## src/rtl/forth_boot_ctrl_if.sv

```systemverilog
// Host byte stream plus imem write port of the forth boot loader.
// Latency: n/a (signal bundle only); backpressure: rx_ready gates rx_valid.
// Ports: master = host/imem side, slave = forth_boot_ctrl.
interface forth_boot_ctrl_if #(
   parameter int AW = 10
);
   logic [7:0]    rx_data;
   logic          rx_valid;
   logic          rx_ready;
   logic [AW-1:0] imem_waddr;
   logic [15:0]   imem_wdata;
   logic          imem_we;

   modport master (
      output rx_data, rx_valid,
      input  rx_ready, imem_waddr, imem_wdata, imem_we
   );

   modport slave (
      input  rx_data, rx_valid,
      output rx_ready, imem_waddr, imem_wdata, imem_we
   );
endinterface

```

## src/rtl/forth_boot_ctrl.sv

```systemverilog
// Boot loader: takes a length-prefixed little-endian word image from a byte link,
// writes it into imem from address 0, then releases the forth core from reset.
// Latency: imem write one edge after a word's high byte; backpressure: rx_ready=0 in RUN/ERROR.
// Ports: clk, reset (sync, active-high); bus (slave: rx byte stream in, imem write out);
//        boot_req (warm reload request), cpu_reset, busy, error.
// Optional feature: define FORTH_BOOT_CHECKSUM_EN to expect a trailing 16-bit checksum word.
module forth_boot_ctrl #(
   parameter int AW        = 10,
   parameter int MAX_WORDS = 1024
) (
   input  logic             clk,
   input  logic             reset,
   forth_boot_ctrl_if.slave bus,
   input  logic             boot_req,
   output logic             cpu_reset,
   output logic             busy,
   output logic             error
);

   localparam logic [16:0] MAX_N = 17'(MAX_WORDS);

   localparam logic [2:0] S_HDR_LO = 3'd0;
   localparam logic [2:0] S_HDR_HI = 3'd1;
   localparam logic [2:0] S_DAT_LO = 3'd2;
   localparam logic [2:0] S_DAT_HI = 3'd3;
   localparam logic [2:0] S_RUN    = 3'd6;
   localparam logic [2:0] S_ERROR  = 3'd7;
`ifdef FORTH_BOOT_CHECKSUM_EN
   localparam logic [2:0] S_CK_LO  = 3'd4;
   localparam logic [2:0] S_CK_HI  = 3'd5;
   // State entered once all data words are in.
   localparam logic [2:0] S_TAIL   = S_CK_LO;
`else
   localparam logic [2:0] S_TAIL   = S_RUN;
`endif

   logic [2:0]    state;
   logic [2:0]    state_nxt;
   logic [7:0]    lo_q;
   logic [15:0]   len_q;
   logic [15:0]   cnt_q;
   logic [AW-1:0] addr_q;
   logic [AW-1:0] waddr_q;
   logic [15:0]   wdata_q;
   logic          we_q;
`ifdef FORTH_BOOT_CHECKSUM_EN
   logic [15:0]   sum_q;
`endif

   logic          accept;
   logic [15:0]   word;
   logic          last_word;

   assign bus.rx_ready = (state != S_RUN) && (state != S_ERROR);
   assign accept       = bus.rx_valid && bus.rx_ready;
   // The high byte is on the bus in the same cycle it completes a word.
   assign word         = {bus.rx_data, lo_q};
   assign last_word    = (cnt_q + 16'd1) == len_q;

   assign bus.imem_waddr = waddr_q;
   assign bus.imem_wdata = wdata_q;
   assign bus.imem_we    = we_q;

   always_comb begin
      state_nxt = state;
      case (state)
         S_HDR_LO: if (accept) state_nxt = S_HDR_HI;
         S_HDR_HI: begin
            if (accept) begin
               if ({1'b0, word} > MAX_N)
                  state_nxt = S_ERROR;
               else if (word == 16'd0)
                  state_nxt = S_TAIL;
               else
                  state_nxt = S_DAT_LO;
            end
         end
         S_DAT_LO: if (accept) state_nxt = S_DAT_HI;
         S_DAT_HI: if (accept) state_nxt = last_word ? S_TAIL : S_DAT_LO;
`ifdef FORTH_BOOT_CHECKSUM_EN
         S_CK_LO:  if (accept) state_nxt = S_CK_HI;
         S_CK_HI:  if (accept) state_nxt = (word == sum_q) ? S_RUN : S_ERROR;
`endif
         S_RUN:    if (boot_req) state_nxt = S_HDR_LO;
         S_ERROR:  if (boot_req) state_nxt = S_HDR_LO;
         default:  state_nxt = S_HDR_LO;
      endcase
   end

   always_ff @(posedge clk) begin
      if (reset) begin
         state     <= S_HDR_LO;
         lo_q      <= 8'd0;
         len_q     <= 16'd0;
         cnt_q     <= 16'd0;
         addr_q    <= '0;
         waddr_q   <= '0;
         wdata_q   <= 16'd0;
         we_q      <= 1'b0;
         cpu_reset <= 1'b1;
         busy      <= 1'b1;
         error     <= 1'b0;
`ifdef FORTH_BOOT_CHECKSUM_EN
         sum_q     <= 16'd0;
`endif
      end else begin
         state <= state_nxt;
         we_q  <= 1'b0;
         // Status follows the state register one edge late, so the final
         // imem write has committed before the core sees cpu_reset drop.
         cpu_reset <= (state != S_RUN);
         busy      <= (state != S_RUN) && (state != S_ERROR);
         error     <= (state == S_ERROR);

         if (accept) begin
            // Only consumed by the following high-byte state, so latching
            // every accepted byte is harmless.
            lo_q <= bus.rx_data;
            case (state)
               S_HDR_HI: begin
                  len_q  <= word;
                  cnt_q  <= 16'd0;
                  addr_q <= '0;
`ifdef FORTH_BOOT_CHECKSUM_EN
                  sum_q  <= 16'd0;
`endif
               end
               S_DAT_HI: begin
                  we_q    <= 1'b1;
                  waddr_q <= addr_q;
                  wdata_q <= word;
                  addr_q  <= addr_q + AW'(1);
                  cnt_q   <= cnt_q + 16'd1;
`ifdef FORTH_BOOT_CHECKSUM_EN
                  sum_q   <= sum_q + word;
`endif
               end
               default: ;
            endcase
         end
      end
   end

endmodule

```

## src/flat_wrapper.sv

```systemverilog
// flat-port wrapper written by rule: the top's interface ports become plain ports
module forth_boot_ctrl_flat 
#(
   parameter int AW        = 10,
   parameter int MAX_WORDS = 1024
)
  (clk, reset, boot_req, cpu_reset, busy, error, bus_rx_data, bus_rx_valid, bus_rx_ready, bus_imem_waddr, bus_imem_wdata, bus_imem_we);
  forth_boot_ctrl_if #(.AW(AW)) bus_i ();
  input  logic clk;
  input  logic reset;
  input  logic boot_req;
  output logic cpu_reset;
  output logic busy;
  output logic error;
  input wire logic [$bits(bus_i.rx_data)-1:0] bus_rx_data;
  input wire logic [$bits(bus_i.rx_valid)-1:0] bus_rx_valid;
  output wire logic [$bits(bus_i.rx_ready)-1:0] bus_rx_ready;
  output wire logic [$bits(bus_i.imem_waddr)-1:0] bus_imem_waddr;
  output wire logic [$bits(bus_i.imem_wdata)-1:0] bus_imem_wdata;
  output wire logic [$bits(bus_i.imem_we)-1:0] bus_imem_we;
  assign bus_i.rx_data = bus_rx_data;
  assign bus_i.rx_valid = bus_rx_valid;
  assign bus_rx_ready = bus_i.rx_ready;
  assign bus_imem_waddr = bus_i.imem_waddr;
  assign bus_imem_wdata = bus_i.imem_wdata;
  assign bus_imem_we = bus_i.imem_we;
  forth_boot_ctrl #(.AW(AW), .MAX_WORDS(MAX_WORDS)) u_core (.clk(clk), .reset(reset), .bus(bus_i), .boot_req(boot_req), .cpu_reset(cpu_reset), .busy(busy), .error(error));
endmodule
```

## config.mk

```make
export PLATFORM = sky130hd
export DESIGN_NAME = forth_boot_ctrl_flat
export DESIGN_NICKNAME = d
export VERILOG_FILES = /design/src/rtl/forth_boot_ctrl_if.sv /design/src/rtl/forth_boot_ctrl.sv /design/src/flat_wrapper.sv
export SDC_FILE = /design/constraint.sdc
export NUM_CORES = 1
export LEC_CHECK = 0
export BUFFER_PORTS_ARGS = -buffer_cell sky130_fd_sc_hd__buf_2
export CAP_MARGIN = 10
export CORE_ASPECT_RATIO = 0.7
export CORE_MARGIN = 2
export CORE_UTILIZATION = 45
export CTS_CLUSTER_DIAMETER = 200
export DETAILED_ROUTE_END_ITERATION = 8
export PLACE_DENSITY = 0.67
export REMOVE_ABC_BUFFERS = 1
export SYNTH_ARGS = -nofsm -noshare
export SYNTH_HDL_FRONTEND = slang
export SYNTH_SLANG_ARGS = --single-unit
```

## constraint.sdc

```tcl
create_clock -name clk -period 2.4 [get_ports clk]
set_input_delay 0.24 -clock clk [delete_from_list [all_inputs] [get_ports clk]]
set_output_delay 0.24 -clock clk [all_outputs]
set_load 0.1 [all_outputs]
```

Word level (Yosys, flattened, before mapping). Cells that the tools add are included.

Equality and inequality tests: 13. $lt $le $gt $ge: 1. Reduce and logical (&&, ||, !) cells: 11. Muxes and demuxes: 12. Divide/modulo/power cells: 0. Add/sub/neg operators: 2. Bitwise operators: 1. Multiply operators: 0. Shift operators: 0.

Operator list (number): one-hot mux 16 bit (2 select lines) (1); two-way mux 3 bit (8); one-hot mux 10 bit (2 select lines) (1); adder 16 x 1 -> 16 bit (second input constant) (1); equality test 16 bit (1); > comparator 16 x 11 -> 1 bit (second input constant) (1); logical NOT 16 bit (1); one-hot mux 3 bit (5 select lines) (1); adder 10 x 1 -> 10 bit (second input constant) (1); != test 2 x 1 -> 1 bit (second input constant) (5); equality test 3 x 2 -> 1 bit (second input constant) (2); equality test 3 bit (second input constant) (2); != test 3 bit (second input constant) (2); AND reduction 2 bit (3); AND reduction 5 bit (1); OR reduction 2 bit (2); equality test 3 x 1 -> 1 bit (second input constant) (1); logical NOT 3 bit (1); logical AND 1 bit (2); nonzero test 2 bit (1); two-way mux 1 bit (1); inverter 1 bit (1).

Bits in registers: 83. Memory bits (read-only): 0. Latch bits: 0. Output and inout bits: 31. Input bits: 12. Memories kept: 0. Memory bits (writable): 0.

Depth between registers and ports, before layout. Gate-level depths: netlist of run 1.

Depth after elaboration: 5. Depth in mapped cells: 9.

Least setup slack after synthesis of run 1. OpenSTA, ideal clock, no wires.

Kind: flip-flop to flip-flop. Start: register u_core.cnt_q[0]. End: register u_core.state[2]. Buffers on the path: 0. Clock period less this slack: 1901 ps. Stages on the path, launching flop included: 8. Slack: 499 ps. Arrival time: 1832 ps. Data required time: 2331 ps. Path through: dfxtp_1 > ha_1 > and3_1 > nand2_1 > a221oi_1 > o21ai_0 > or3_1 > o21ai_1.

Word-level cells in the longest chain between the ends: 5.

Ends and longest elaborated chain: start: declaration (line forth_boot_ctrl.sv:41) `logic [15:0] cnt_q;`; start signal: assignment (line forth_boot_ctrl.sv:133) `cnt_q <= cnt_q + 16'd1;`; adder 16 x 1 -> 16 bit (line forth_boot_ctrl.sv:58) `assign last_word = (cnt_q + 16'd1) == len_q;`; equality test 16 bit (line forth_boot_ctrl.sv:58); two-way mux 3 bit (2 in series) (line forth_boot_ctrl.sv:79) `S_DAT_HI: if (accept) state_nxt = last_word ? S_TAIL : S_DAT_LO;`; one-hot mux 3 bit (5 select lines) (line forth_boot_ctrl.sv:66) `case (state)`; end signal: assignment (line forth_boot_ctrl.sv:107) `state <= state_nxt;`; end: declaration (line forth_boot_ctrl.sv:37) `logic [2:0] state;`.

Every way passes these cells. The select of a mux whose other input is x is not followed. A chain may end at the register's enable or synchronous reset.

Final worst setup path of run 1.
Start: register u_core.cnt_q[1]. End: register u_core.state[2].

Same word-level chain as after synthesis.

==> run metrics, run 1 <==
antenna cell count 0; max-cap viol count 0; most numerous cell in the Yosys netlist nand2_1; final non-filler cell area about 4300 sq um; DRC Markers 0; FILL cells around 760; CP max FO 6; cell area power density around 690 nW/um^2; # nets final roughly 520; Synth top cells by count nand2_1 (130), dfxtp_1 (83), a21oi_1 (54), nor2_1 (34); Clock Sinks 83; Least-Margin Pin Slew 0.531 ns; Async S/R FF share, synth 0; Reg area around 1700 sq um; Max transition margin 0.646; Ys Warns 0; Pre-antenna DRT Iters 5; H-tree levels 3; max-slew violation count 0; core area between 7000 and 8000 sq um; Post-Synth XOR/XNOR Area 0.0683; Data required, critical path between 2 and 3 ns; minimum clock period about 2.1 ns; Hold Vio Cnt, Final 0; Avg WL per Cell about 14 um; Ports 43; post-synthesis compound-gate area fraction 0.161; Post-CTS Setup Bufs 0; largest family of logic cells by synthesized area simple AND/OR/NAND/NOR gates; dpl cell area roughly 4000 sq um; FF-to-FF path depth 7; initial antenna violation count 0; CTS buffer count 9; Gate Count Post-Synth around 470; Avg Cell Area, Syn approximately 7.9 sq um; post-synth cell types 50; chip height between 80 and 90 um; Critical Path Start Type register; clk_lat worst skew between 0.3 and 0.4 ns; predominant post-synthesis flop cell dfxtp_1; die area between 9000 and 10,000 sq um; Root Buffer Master clkbuf_16; mux cell area share after synthesis 0.0178; Final Cycle Share 0.884; via count 3,340; FF-to-FF setup slack 0.28 ns; fraction of layout cells with a size suffix above 1 0.148; Crit. End Element register; Initial Util 0.468; wire length of the first global-routing pass 14,300 um; synthesized-area fraction occupied by adder cells 0.00673; Worst VDD drop between 0.4 and 0.5 mV; area growth from synthesis to layout 14.8%; RSZ-0062 raised after global routing no; Hold Path Stages 3; Port Buffers 42; drt initial violations 200; Power Total approximately 2.9 mW; Antenna Nets Post-Route 0; simple-gate share of the synthesized area 0.258; Final Setup Violations 0; vias in the first global route between 2,000 and 3,000; Die X about 110 um; post-synthesis sequential area ratio 0.447; largest net degree at the start of global routing 53; RePlAce Congestion around 0.86; final WL approximately 8800 um; CTS tree yes; Detail Placement HPWL 6170 um; multi-input combinational cell area about 1900 sq um; leak pwr 1.64 nW; Yosys top cell by area dfxtp_1; synth top area cells dfxtp_1 (45%), nand2_1 (13%), a21oi_1 (7.3%); achievable clock frequency between 400 and 500 MHz; total track usage 0.201; Core Rows 27; Via density 5.48; status complete, no violations; Remaining Overflow, GRT 0; post-synth top area share 0.447; Clock Pin Slew Worst Setup and Hold Paths roughly 0.060 ns; setup TNS 0 ns; crit path DAT ~2.4 ns; cts repair resizes 0; Clock Skew 0.00424 ns; WS Path Type register to register; Mapped Area ~3700 sq um; clock buffer depth 2; type of the worst min-delay path input port to register; cts hold-fix bufs 0; Yosys reg bits 83; EDFF count, synth 0
registers in the layout (all words and copies together), names as in the netlist:
name,cells
u_core.addr_q,10
u_core.bus.imem_waddr,10
u_core.bus.imem_wdata,16
u_core.bus.imem_we,1
u_core.busy,1
u_core.cnt_q,16
u_core.cpu_reset,1
u_core.error,1
u_core.len_q,16
u_core.lo_q,8
u_core.state,3
stage by stage:
step / instances / setup WS (ns) / utilization / hold slack [ns]
3_3_place_gp: 595 / 0.355 / 0.502 / 0.438
3_5_place_dp: 595 / 0.337 / 0.502 / 0.443
6_report: 609 / 0.279 / 0.538 / 0.179
4_1_cts: 609 / 0.288 / 0.538 / 0.167
2_1_floorplan: 444 / 0.315 / - / 0.309
5_1_grt: 609 / 0.117 / 0.538 / 0.174
worst paths after layout:
kind | from | to
worst max-delay path | u_core.cnt_q[1]$_SDFFE_PP0P_ | u_core.state[2]$_SDFFE_PP0P_
worst min-delay path | bus_rx_data[7] | u_core.len_q[15]$_SDFFE_PP0P_
worst min register to register | u_core.bus.imem_waddr[9]$_SDFFE_PP0P_ | u_core.bus.imem_waddr[9]$_SDFFE_PP0P_
worst max register to register | u_core.cnt_q[1]$_SDFFE_PP0P_ | u_core.state[2]$_SDFFE_PP0P_
critical path, cell delays in order (launching register included):
cell and delay, ns:
dfxtp_1 0.40, ha_1 0.32, and3_1 0.29, nand2_1 0.15
a221oi_1 0.28, o21ai_0 0.11, or3_1 0.37, o21ai_1 0.12
final cells by class:
class	instances	area share
Timing Repair Buffer	50	0.0633
Multi-Input combinational cell	355	0.446
Sequential cell	83	0.389
Tap cell	101	0.0296
Inverter	6	0.00528
Clock inverter	2	0.00880
Clock buffer	12	0.0578
power by group:
group	switching [mW]	internal (mW)
registers	0.0227	1.40
clock network	0.512	0.823
logic	0.129	0.0590
total	0.663	2.28
cells in the final DEF (no fill, tap or decap), types with 2 or more instances in the layout:
| cell | n |
|---|---|
| buf_2 | 42 |
| nand4_1 | 6 |
| a22o_1 | 2 |
| or3_1 | 2 |
| xnor2_1 | 14 |
| mux2i_1 | 4 |
| and4_1 | 4 |
| nand2_1 | 130 |
| a22oi_1 | 3 |
| and3_1 | 3 |
| a21o_1 | 5 |
| o31ai_1 | 6 |
| o21ai_0 | 19 |
| and2_1 | 2 |
| o2111ai_1 | 2 |
| ha_1 | 2 |
| and4_2 | 2 |
| buf_4 | 8 |
| or2_2 | 3 |
| a21oi_1 | 54 |
| inv_1 | 5 |
| xor2_1 | 15 |
| clkbuf_1 | 2 |
| nand3_1 | 11 |
| clkbuf_16 | 9 |
| nor2_1 | 34 |
| nand2b_1 | 2 |
| dfxtp_1 | 83 |
| a31oi_1 | 4 |
| nor4_1 | 4 |
| nor3_1 | 6 |
routing by layer:
layer,wire length (um),part of all wire,vias up,GRT usage
met2,3740,0.42,91,0.307
met5,0,0,-,0
met3,511,0.058,13,0.0672
li1,-,-,1668,-
met4,123,0.014,0,0.0622
met1,4450,0.50,1568,0.271
logic make-up after synthesis:
group	after synthesis
AOI/OAI and AO/OA	103
xor gates and xnor gates	29
adders and majority gates	2
buffers and inverters	33
DFF	83
muxes	6
and+or+nand+nor	215
Power figures use the tool's default switching activity.
==> inputs of run 2 (changes only) <==
--- a/config.mk
+++ b/config.mk
@@ -9,10 +9,10 @@
 export CAP_MARGIN = 10
 export CORE_ASPECT_RATIO = 0.7
 export CORE_MARGIN = 2
-export CORE_UTILIZATION = 45
+export CORE_UTILIZATION = 58
 export CTS_CLUSTER_DIAMETER = 200
 export DETAILED_ROUTE_END_ITERATION = 8
-export PLACE_DENSITY = 0.67
+export PLACE_DENSITY = 0.82
 export REMOVE_ABC_BUFFERS = 1
 export SYNTH_ARGS = -nofsm -noshare
 export SYNTH_HDL_FRONTEND = slang
==> run 2 against run 1 <==
  * Via count down 0.21%
  * Die area down 22%
  * Largest cell class unchanged
  * Maximum frequency down 1.8%
  * Combinational power about the same
  * Highest routed layer unchanged
  * Critical path type unchanged
  * Largest power group unchanged
==> run metrics, run 2 (synthesized netlist as in run 1, its figures left out) <==
Clock Sinks 83 (unchanged); cts hold-fix bufs 0 (unchanged); setup TNS 0 ns (unchanged); Pre-antenna DRT Iters 4 (was 5); Hold Crit Start bus_rx_data[7] (unchanged); DR WL met2 3930 um (was 3740 um); Antenna Nets Post-Route 0 (unchanged); DRT met1 WL 3970 um (was 4450 um); vias in the first global route 3,142 (was 2,921); most frequent cells in the layout nand2_1 (130), dfxtp_1 (83), a21oi_1 (54) (unchanged); WS Path Type register to register (unchanged); crit-path max cell delay 0.43 ns (was 0.40 ns); fraction of layout cells with a size suffix above 1 0.149 (was 0.148); leak pwr 1.59 nW (was 1.64 nW); worst r2r src u_core.cnt_q[1]$_SDFFE_PP0P_ (unchanged); RSZ-0062 raised after global routing no (unchanged); CP Launch Point u_core.cnt_q[1]$_SDFFE_PP0P_ (unchanged); Clock Pin Slew Worst Setup and Hold Paths 0.08 ns (was 0.06 ns); area growth from synthesis to layout 10.8% (was 14.8%); Crit. End Element register (unchanged); Placed Cells 571 (was 595); DR WL met3 444 um (was 511 um); Root Buffer Master clkbuf_8 (was clkbuf_16); Initial Util 0.598 (was 0.468); max-cap viol count 0 (unchanged); final non-filler cell area 4120 sq um (was 4270 sq um); H-tree levels 3 (unchanged); antenna cell count 0 (unchanged); largest net degree at the start of global routing 55 (was 53); DRC Markers 0 (unchanged); initial antenna violation count 0 (unchanged); # nets final 518 (was 519); Max transition margin 0.559 (was 0.646); FILL cells 546 (was 764); minimum clock period 2.16 ns (was 2.12 ns); most common cell after layout, fill and taps aside nand2_1 (unchanged); wire length of the first global-routing pass 14,600 um (was 14,300 um); Critical Path Start Type register (unchanged); Remaining Overflow, GRT 0 (unchanged); Core Rows 24 (was 27); Data required, critical path 2.69 ns (was 2.67 ns); non-filler cells, final 587 (was 609); core area 6220 sq um (was 7940 sq um); dpl cell area 3950 sq um (was 3980 sq um); chip height 71.0 um (was 80.1 um); CTS buffer count 9 (unchanged); Detail Placement HPWL 5990 um (was 6170 um); achievable clock frequency 463 MHz (was 472 MHz); total track usage 0.255 (was 0.201); Min Hold Slack 0.149 ns (was 0.179 ns); via count 3,333 (was 3,340); clock buffer depth 2 (unchanged); final WL 8420 um (was 8820 um); CTS tree yes (unchanged); Least-Margin Pin Slew 0.662 ns (was 0.531 ns); cell area power density 608 nW/um^2 (was 690 nW/um^2); CP cell instances ha_1, and3_1, nand2_1, a221oi_1, o21ai_0, or3_1, o21ai_1 (unchanged); final core utilization 0.663 (was 0.538); cts repair resizes 0 (unchanged); Crit-path slowest cell dfxtp_1 (unchanged); Avg WL per Cell 14.3 um (was 14.5 um); Worst VDD drop 0.498 mV (was 0.487 mV); Die X 99.7 um (was 113 um); drt initial violations 209 (was 200); Post-CTS Setup Bufs 0 (unchanged); Ports 43 (unchanged); Hold Vio Cnt, Final 0 (unchanged); max-slew violation count 0 (unchanged); clk_lat worst skew 0.36 ns (was 0.34 ns); type of the worst min-delay path input port to register (unchanged); CP max FO 6 (unchanged); Via density 5.68 (was 5.48); Port Buffers 42 (unchanged); die area 7080 sq um (was 9020 sq um); max layer used met4 (unchanged); status complete, no violations (unchanged); Final Cycle Share 0.900 (was 0.884); crit path DAT 2.45 ns (was 2.39 ns); RePlAce Congestion 0.862 (was 0.863); Clock Skew 0.00659 ns (was 0.00424 ns); Final Setup Violations 0 (unchanged)
run 2: final timing paths:
kind	end	slack [ns]	cells after the start
max	u_core.state[2]$_SDFFE_PP0P_	0.24	7
min reg2reg	u_core.bus.imem_wdata[6]$_SDFFE_PP0P_	0.45	2
min	u_core.bus.imem_wdata[15]$_SDFFE_PP0P_	0.15	3
max reg2reg	u_core.state[2]$_SDFFE_PP0P_	0.24	7
run 2: final cells by class:
| type | count | area (sq um) | area share |
|---|---|---|---|
| inverter | 6 | 22.5 | 0.00547 |
| clock buffer | 12 | 145 | 0.0352 |
| multi-input combinational | 355 | 1900 | 0.462 |
| sequential | 83 | 1660 | 0.403 |
| tap | 78 | 97.6 | 0.0237 |
| clock inverter | 4 | 26.3 | 0.00638 |
| timing repair buffer | 49 | 263 | 0.0638 |
run 2: stage by stage:
step / setup WS (ns) / power [mW]
2_1_floorplan: 0.315 / 1.56
3_3_place_gp: 0.396 / 1.63
3_5_place_dp: 0.307 / 1.64
4_1_cts: 0.258 / 2.52
5_1_grt: 0.0402 / 2.59
6_report: 0.240 / 2.51
run 2: critical path: cells and delay by family (launching register included):
family	cells	cell delay [ns]
compound gates	3	0.54
flops	1	0.43
fa+ha+maj	1	0.34
simple gates	3	0.80
run 2: routing by layer:
layer | track usage | vias to the layer above
met5 | 0 | -
met4 | 0.0670 | 0
met3 | 0.0593 | 7
met2 | 0.417 | 99
met1 | 0.344 | 1566
li1 | - | 1661
run 2: power by group:
group	internal [mW]	switching [mW]	leakage [nW]	total [mW]
Combinational	0.0589	0.126	0.832	0.185
Clock	0.403	0.497	0.0863	0.900
Sequential	1.40	0.0213	0.671	1.42
==> inputs of run 3 (changes only) <==
--- a/config.mk
+++ b/config.mk
@@ -8,11 +8,12 @@
 export BUFFER_PORTS_ARGS = -buffer_cell sky130_fd_sc_hd__buf_2
 export CAP_MARGIN = 10
 export CORE_ASPECT_RATIO = 0.7
-export CORE_MARGIN = 2
-export CORE_UTILIZATION = 58
+export CORE_MARGIN = 5
+export CORE_UTILIZATION = 60
+export CTS_BUF_LIST = sky130_fd_sc_hd__clkbuf_8
 export CTS_CLUSTER_DIAMETER = 200
 export DETAILED_ROUTE_END_ITERATION = 8
-export PLACE_DENSITY = 0.82
+export PLACE_DENSITY = 0.85
 export REMOVE_ABC_BUFFERS = 1
 export SYNTH_ARGS = -nofsm -noshare
 export SYNTH_HDL_FRONTEND = slang
==> run 3 against run 2 <==
  * Count of clock-buffer cells in the layout down 3
  * Critical path type unchanged
  * Clock skew up 0.0038 ns
  * Sequential share of layout area down 0.51 points
  * Register-to-register slack worse by 0.03 ns
  * Routed wire length up 6.5%
  * Clock power up 22%
  * Cell area up 1.3%
  * Sequential cell count unchanged
  * Cell count unchanged
  * Largest cell class unchanged
  * Worst hold slack better by 0.0067 ns
  * Maximum frequency down 1.5%
==> run metrics, run 3 (synthesized netlist as in run 1, its figures left out) <==
P_int 2.04 mW (was 1.86 mW); Antenna Nets Post-Route 0 (unchanged); max-slew violation count 0 (unchanged); Via density 5.73 (was 5.68); Pre-antenna DRT Iters 5 (was 4); cell area power density 650 nW/um^2 (was 608 nW/um^2); Crit-path slowest cell dfxtp_1 (unchanged); max-cap viol count 0 (unchanged); Post-CTS Setup Bufs 0 (unchanged); initial antenna violation count 0 (unchanged); clock buffer depth 2 (unchanged); Clock Sinks 83 (unchanged); final WL 8970 um (was 8420 um); CP bufs+invs 0 (unchanged); Ports 43 (unchanged); Initial Util 0.607 (was 0.598); Hold Vio Cnt, Final 0 (unchanged); largest net degree at the start of global routing 38 (was 55); Final Cycle Share 0.914 (was 0.900); Net Sw Frac 0.246 (was 0.257); delay-heaviest family, CP simple AND/OR/NAND/NOR gates (unchanged); fraction of layout cells with a size suffix above 1 0.155 (was 0.149); Data required, critical path 2.69 ns (about the same); core area 6130 sq um (was 6220 sq um); RSZ-0062 raised after global routing no (unchanged); drt initial violations 283 (was 209); type of the worst min-delay path input port to register (unchanged); antenna cell count 0 (unchanged); CTS buffer count 9 (unchanged); Clock Pin Slew Worst Setup and Hold Paths 0.08 ns (about the same); Clock Skew 0.0104 ns (was 0.00659 ns); most common cell after layout, fill and taps aside nand2_1 (unchanged); vias in the first global route 3,048 (was 3,142); status complete, no violations (unchanged); most frequent cells in the layout nand2_1 (130), dfxtp_1 (83), a21oi_1 (54) (unchanged); area growth from synthesis to layout 12.2% (was 10.8%); Max transition margin 0.564 (was 0.559); RePlAce Congestion 0.936 (was 0.862); WS Path Type register to register (unchanged); clk_lat worst skew 0.36 ns (about the same); non-filler cells, final 587 (unchanged); total track usage 0.226 (was 0.255); CTS tree yes (unchanged); clock share of power 0.404 (was 0.359); Remaining Overflow, GRT 0 (unchanged); crit path DAT 2.49 ns (was 2.45 ns); minimum clock period 2.19 ns (was 2.16 ns); Seq pwr share 0.525 (was 0.567); Core Rows 24 (unchanged); # nets final 519 (was 518); crit-path max cell delay 0.44 ns (was 0.43 ns); final core utilization 0.681 (was 0.663); Avg WL per Cell 15.3 um (was 14.3 um); Worst VDD drop 0.404 mV (was 0.498 mV); leak pwr 1.61 nW (was 1.59 nW); Least-Margin Pin Slew 0.653 ns (was 0.662 ns); Crit. End Element register (unchanged); CP max FO 6 (unchanged); Port Buffers 42 (unchanged); H-tree levels 3 (unchanged); Psw 0.668 mW (was 0.644 mW); CP cell instances ha_2, and3_1, nand2_1, a221oi_1, o21ai_0, or3_1, o21ai_1 (was ha_1, and3_1, nand2_1, a221oi_1, o21ai_0, or3_1, o21ai_1); setup TNS 0 ns (unchanged); chip height 75.9 um (was 71.0 um); Placed Cells 572 (was 571); DP Worst Slack 0.202 ns (was 0.307 ns); Root Buffer Master clkbuf_8 (unchanged); wire length of the first global-routing pass 14,400 um (was 14,600 um); via count 3,364 (was 3,333); DRC Markers 0 (unchanged); Die X 104 um (was 99.7 um); die area 7900 sq um (was 7080 sq um); Final Setup Violations 0 (unchanged); achievable clock frequency 456 MHz (was 463 MHz); Critical Path Start Type register (unchanged); Detail Placement HPWL 6460 um (was 5990 um); Comb pwr share 0.071 (was 0.074); final worst slack 0.207 ns (was 0.240 ns)
-- run 3: cell types whose count changed in the layout (fill, tap and decap cells not counted), sizes merged --
cell and delta:
clkbuf -3, inv +1, clkinv -1, buf +1
bufinv +2
-- run 3: repair_timing --
| item | CTS | global route |
|---|---|---|
| hold buffers | 0 | 0 |
| endpoints found under the setup margin | 0 | 1 |
| resized for setup | 0 | 1 |
-- run 3: metrics by stage --
stage	instance area, sq um	power, mW	hold WS [ns]
2_1_floorplan	3590	1.56	0.309
3_3_place_gp	3960	1.63	0.439
3_5_place_dp	3960	1.64	0.445
4_1_cts	4170	2.72	0.146
5_1_grt	4170	2.80	0.146
6_report	4170	2.71	0.156
-- run 3: final timing paths --
path                                         start                               endpoint  slack [ns]  depth (start not counted)
max reg2reg           u_core.cnt_q[1]$_SDFFE_PP0P_           u_core.state[2]$_SDFFE_PP0P_        0.21                          7
max                   u_core.cnt_q[1]$_SDFFE_PP0P_           u_core.state[2]$_SDFFE_PP0P_        0.21                          7
min                                 bus_rx_data[7]          u_core.len_q[15]$_SDFFE_PP0P_        0.16                          3
min reg2reg  u_core.bus.imem_waddr[2]$_SDFFE_PP0P_  u_core.bus.imem_waddr[2]$_SDFFE_PP0P_        0.45                          2
-- run 3: layer usage --
layer / share of wire / GRT usage
met5: 0 / 0
met4: 0.0095 / 0.0474
met1: 0.45 / 0.305
met2: 0.47 / 0.362
met3: 0.069 / 0.0728
-- run 3: layout make-up --
type	count	area [sq um]
tap	78	97.6
multi-input combinational	355	1910
clock inverter	6	90.1
inverter	6	22.5
clock buffer	9	124
sequential	83	1660
fill	495	1950
timing repair buffer	50	270
-- run 3: power groups by stage --
stage | logic, mW | clock network, mW | registers (mW)
3_5_place_dp | 0.187 | 0 | 1.45
5_1_grt | 0.209 | 1.17 | 1.43
4_1_cts | 0.188 | 1.10 | 1.42
2_1_floorplan | 0.0939 | 0 | 1.47
3_3_place_gp | 0.180 | 0 | 1.45
6_report | 0.191 | 1.10 | 1.42
-- run 3: tightest hold or removal path, cell delays in order --
cell and delay, ns:
buf_2 0.12, nand2_1 0.05, a21oi_1 0.05
